<file path="src/rtl/memory_sp_arb_pkg.sv">
// Shared memory-port constants: read latency and the burst lock limit used by
// the single-port memory arbiter.
package memory_sp_arb_pkg;

  localparam int RD_LAT     = 1;
  localparam int LOCK_LIMIT = 16;
  localparam int LOCK_CW    = $clog2(LOCK_LIMIT + 1);

endpackage

</file>
<file path="src/rtl/memory_sp_arb_arb_rr.sv">
// Round-robin priority select: the first requester after ptr (wrapping) wins;
// the grant is one-hot or all zero.
module arb_rr #(
  parameter int N  = 2,
  parameter int PW = $clog2(N)
) (
  input  logic [N-1:0]  req,
  input  logic [PW-1:0] ptr,
  output logic [N-1:0]  gnt
);

  logic [PW-1:0] idx;
  logic          found;

  always_comb begin
    // NOTE: every variable written here gets a default first, so no path can infer a latch.
    gnt   = '0;
    idx   = '0;
    found = 1'b0;
    for (int i = 1; i <= N; i++) begin
      idx = PW'((int'(ptr) + i) % N);
      if (!found && req[idx]) begin
        gnt[idx] = 1'b1;
        found    = 1'b1;
      end
    end
  end

endmodule

</file>
<file path="src/rtl/memory_sp_arb.sv">
// N-requester front end for a single-port memory: round-robin grants, optional
// locked bursts bounded by LOCK_LIMIT beats, and one-cycle read responses.
module memory_sp_arb
  import memory_sp_arb_pkg::*;
#(
  parameter int DW    = 32,
  parameter int DEPTH = 32,
  parameter int N     = 2,
  parameter int AW    = $clog2(DEPTH)
) (
  input  logic            clk,
  input  logic            nreset,
  input  logic [N-1:0]    req_valid,
  input  logic [N-1:0]    req_we,
  input  logic [N-1:0]    req_lock,
  input  logic [N*AW-1:0] req_addr,
  input  logic [N*DW-1:0] req_din,
  input  logic [N*DW-1:0] req_wem,
  output logic [N-1:0]    req_ready,
  output logic [N-1:0]    rsp_valid,
  output logic [DW-1:0]   rsp_dout,
  output logic            mem_en,
  output logic            mem_we,
  output logic [AW-1:0]   mem_addr,
  output logic [DW-1:0]   mem_din,
  output logic [DW-1:0]   mem_wem,
  input  logic [DW-1:0]   mem_dout
);

  localparam int PW = $clog2(N);

  localparam logic [0:0] ST_IDLE   = 1'b0;
  localparam logic [0:0] ST_LOCKED = 1'b1;

  logic [0:0]         state;
  logic [PW-1:0]      ptr;
  logic [PW-1:0]      owner;
  logic [PW-1:0]      gnt_idx;
  logic [LOCK_CW-1:0] lock_cnt;
  logic [N-1:0]       arb_req;
  logic [N-1:0]       arb_gnt;
  logic [N-1:0]       gnt;
  logic               fire;
  logic [N-1:0]       rd_pipe [RD_LAT];

  // While a burst is locked only the owner may compete.
  always_comb begin
    arb_req = req_valid;
    if (state == ST_LOCKED) arb_req = req_valid & (N'(1) << owner);
  end

  arb_rr #(.N(N), .PW(PW)) u_arb (
    .req(arb_req),
    .ptr(ptr),
    .gnt(arb_gnt)
  );

  // Gating with nreset keeps stale grants off the bus while reset is held.
  assign gnt       = nreset ? arb_gnt : '0;
  assign req_ready = gnt;
  assign fire      = |gnt;

  always_comb begin
    gnt_idx = '0;
    for (int i = 0; i < N; i++) begin
      if (gnt[i]) gnt_idx = PW'(i);
    end
  end

  always_comb begin
    mem_en   = fire;
    mem_we   = 1'b0;
    mem_addr = '0;
    mem_din  = '0;
    mem_wem  = '0;
    if (fire) begin
      mem_we   = req_we[gnt_idx];
      mem_addr = req_addr[int'(gnt_idx)*AW +: AW];
      mem_din  = req_din[int'(gnt_idx)*DW +: DW];
      mem_wem  = req_wem[int'(gnt_idx)*DW +: DW];
    end
  end

  always_ff @(posedge clk or negedge nreset) begin
    if (!nreset) begin
      state    <= ST_IDLE;
      owner    <= '0;
      ptr      <= PW'(N - 1);
      lock_cnt <= '0;
    end else begin
      // NOTE: sequential state uses non-blocking assignments so every flop samples pre-edge values.
      if (fire) ptr <= gnt_idx;
      case (state)
        ST_IDLE: begin
          if (fire && req_lock[gnt_idx]) begin
            state    <= ST_LOCKED;
            owner    <= gnt_idx;
            lock_cnt <= LOCK_CW'(1);
          end
        end
        ST_LOCKED: begin
          if (!req_valid[owner]) begin
            state    <= ST_IDLE;
            lock_cnt <= '0;
          end else if (fire) begin
            // The final allowed beat releases the lock even if req_lock stays high.
            if (!req_lock[owner] || lock_cnt == LOCK_CW'(LOCK_LIMIT - 1)) begin
              state    <= ST_IDLE;
              lock_cnt <= '0;
            end else begin
              lock_cnt <= lock_cnt + 1'b1;
            end
          end
        end
        default: state <= ST_IDLE;
      endcase
    end
  end

  always_ff @(posedge clk or negedge nreset) begin
    if (!nreset) begin
      // NOTE: the response pipe is control state, so it is reset to drop in-flight reads.
      for (int i = 0; i < RD_LAT; i++) rd_pipe[i] <= '0;
    end else begin
      rd_pipe[0] <= gnt & ~req_we;
      for (int i = 1; i < RD_LAT; i++) rd_pipe[i] <= rd_pipe[i-1];
    end
  end

  assign rsp_valid = rd_pipe[RD_LAT-1];
  assign rsp_dout  = (|rsp_valid) ? mem_dout : '0;

endmodule

</file>
<file path="config.mk">
export PLATFORM = sky130hd
export DESIGN_NAME = memory_sp_arb
export DESIGN_NICKNAME = d
export VERILOG_FILES = /design/src/rtl/memory_sp_arb_pkg.sv /design/src/rtl/memory_sp_arb_arb_rr.sv /design/src/rtl/memory_sp_arb.sv
export SDC_FILE = /design/constraint.sdc
export NUM_CORES = 1
export LEC_CHECK = 0
export ABC_AREA = 1
export CORE_AREA = 2 2 110 112
export CTS_CLUSTER_SIZE = 28
export DETAILED_ROUTE_END_ITERATION = 8
export DIE_AREA = 0 0 112 114
export MAX_ROUTING_LAYER = met4
export REMOVE_ABC_BUFFERS = 1
export SYNTH_ARGS = -nofsm -noshare
export SYNTH_HDL_FRONTEND = slang
export SYNTH_SLANG_ARGS = --single-unit
</file>
<file path="constraint.sdc">
create_clock -name clk -period 5.3 [get_ports clk]
set_input_delay 1.06 -clock clk [delete_from_list [all_inputs] [get_ports clk]]
set_output_delay 1.06 -clock clk [all_outputs]
set_load 0.005 [all_outputs]
</file>
==> results by group <==
Setup path
  – Worst Setup Start Kind: input port
  – CP Data Arrival Time: 3.56 ns
  – Worst Setup SP: nreset
  – RR Startpoint: state
  – Crit-path slowest cell: inv_2
  – CP Max Fanout: 59
  – Worst Setup End Kind: output port
  – Setup CP Type: in -> out
  – Worst path cell trace: clkdlybuf4s50_1, buf_4, inv_1, a21oi_4, inv_1, nand2_2, inv_2, buf_4, a21oi_1, clkdlybuf4s50_1
  – WP data required: 4.24 ns
  – CP max stage delay: 0.74 ns

Timing
  – Setup TNS: 0 ns
  – Max Slew Vio Count: 0
  – Final Setup Violations: 0
  – RSZ-0062 raised after global routing: no
  – Hold Vio Cnt, Final: 0
  – Fmax: 0.216 GHz
  – Max Clock Skew: 0.00111 ns
  – Slew headroom: 0.256
  – Slew @ Worst Pin: 1.11 ns
  – Post-layout min period: 4.62 ns
  – Period utilization: 0.872

Clock tree
  – Clk root buf: clkbuf_16
  – Clock buffer depth: 2
  – CTS tree: done
  – Cts repair resizes: 0
  – Clk slew on worst S/H paths: 0.04 ns
  – Sink Count: 10
  – Post-CTS setup buffers: 0
  – Cts-stage hold buffer count: 0
  – Total CTS buffers: 3
  – Later-pin clock latency in the skew report: 0.24 ns
  – H-Tree Depth: 1

Pwr
  – Clock power frac: 0.121
  – VDD IR max: 136 uV
  – Power Dens Cells: 255 mW/mm^2
  – Leakage: 2.13 nW
  – Sequential share of power: 0.094
  – P_int: 0.000738 W
  – Combinational share of power: 0.784
  – Switch Pwr: 0.000514 W
  – Sw Share: 0.411

Final layout
  – Nets: 832
  – Antenna cells: 0
  – Multi-input combinational cell area: 0.00134 mm^2
  – Fillers: 1232
  – Layout cells sized above 1: 0.0369
  – Register area: 251 um^2
  – Final Cell Area: 0.00491 mm^2
  – Syn-to-layout area delta: 154%

GRT
  – Overflow after GRT: 0
  – Initial antenna violation count: 0
  – Largest net degree at the start of global routing: 73
  – Vias in the first global route: 3245
  – First-pass GRT wire length: 16400 um
  – Tot GR Track Use: 0.161

Drt
  – Total number of vias: 3382
  – Vias/cell: 4.24
  – Per-cell routed wire length: 13.7 um
  – Wirelength, routed: 11000 um
  – Pre-antenna DRT Iters: 6
  – Initial DRC Count: 132
  – Post-route ant nets: 0
  – Residual DRC: 0

Yosys
  – FF+latch count, synth: 10
  – Yosys warning count: 0
  – Post-synth top area share: 0.312
  – Yosys top cell by area: nand2_1
  – Ys async rst share: 1.00
  – Cell variety after synth: 26
  – Most frequent cell after synthesis: nand2_1
  – Synth top cells by count: 161 x nand2_1, 70 x a21oi_1, 43 x nor2_1
  – Synth Flop Type: dfrtp_1
  – Synthesized area: 0.00194 mm^2
  – Mapped Cells: 384
  – Sequential fraction of the synthesis area: 0.130
  – Number of synthesized flops with an enable pin: 0
  – Syn_area_per_cell: 5.04 um^2
  – Top cells by area, synth: nand2_1 31%, a21oi_1 18%, dfrtp_1 12%

Worst hold path
  – Hold/Removal Path Class: reg -> reg
  – Worst Hold Launch: lock_cnt[3]

Die
  – Die ar.: 0.0128 mm^2
  – Core area: 0.0117 mm^2
  – Site row count: 40
  – I/O pin cnt: 285
  – Die X: 112 um
  – DIE HEIGHT: 114 um
  – Starting Density: 0.165

Outcome
  – Status: completed

Placement
  – Detailed Place HPWL: 8890 um
  – # port buffers: 284
  – GPL Wtd Cong: 0.884
  – Placed Area: 0.00482 mm^2

Job
  – Max cap viols: 0
logic make-up after synthesis:
kind of cell,after synthesis,synth area share
AO/OA/AOI/OAI,75,0.201
adder cells (fa/ha/maj),2,0.0129
flip-flops,10,0.130
buffers and inverters,70,0.180
AND/OR/NAND/NOR,227,0.476
per-layer routing:
layer / vias to the layer above / track usage / part of all wire / routed length (um)
met5: - / - / 0 / 0
met4: 0 / 0.0154 / 0.0052 / 57
met2: 188 / 0.295 / 0.51 / 5550
li1: 1713 / - / - / -
met3: 6 / 0.0606 / 0.11 / 1230
met1: 1475 / 0.172 / 0.38 / 4130
power groups by stage:
stage	logic [W]	clock network [W]	registers (W)
after global placement	0.000986	0	0.000118
final	0.000982	0.000152	0.000118
after floorplan	0.000387	0	0.000113
after detailed placement	0.000988	0	0.000119
after global routing	0.00108	0.000161	0.000120
after CTS	0.000998	0.000154	0.000118
area by class of cell:
class / instances / share of cell area
inverter: 45 / 0.0354
multi-input combinational: 304 / 0.273
tap: 147 / 0.0375
timing repair buffer: 288 / 0.585
sequential: 10 / 0.0512
clock buffer: 4 / 0.0181
layout by cell type, fill, tap and decap left out, types with 2 or more instances in the layout:
master and count:
nand4_1 3, nor2_1 42, inv_1 42, nand2_1 161
buf_4 4, ha_1 2, clkbuf_16 3, nand2_4 3
o21ai_0 3, inv_2 2, clkdlybuf4s50_1 284, nand3_1 8
nor2_2 2, a21oi_1 70, dfrtp_1 9, nand2_2 3
worst paths after layout:
path / endpoint / slack, ns / depth (start not counted)
setup reg to reg: lock_cnt[4] / 3.08 / 9
hold / removal: lock_cnt[3] / 0.50 / 2
hold reg to reg: lock_cnt[3] / 0.50 / 2
setup / recovery: mem_din[6] / 0.68 / 10
max in group asynchronous: ptr / 3.96 / 2
min in group asynchronous: owner / 1.12 / 2
worst max-delay path, delay by kind of cell:
family          cells  cell delay [ns]
buf+inv             7             2.27
simple gates        1             0.07
compound gates      2             0.11
registers in the layout, summed over array words and instances (netlist names):
name,cells
lock_cnt,5
ptr,1
owner,1
rsp_valid,2
state,1
stage by stage:
step	util	setup slack, ns	total power (W)	hold slack [ns]	instances
final	0.419	0.679	0.00125	0.498	798
after global placement	0.412	0.675	0.00110	0.468	794
after floorplan	-	1.92	0.000500	0.442	359
after detailed placement	0.412	0.647	0.00111	0.491	794
after global routing	0.419	0.473	0.00136	0.548	798
after CTS	0.419	0.644	0.00127	0.503	798
No activity file was read; power rests on OpenSTA's default activity.
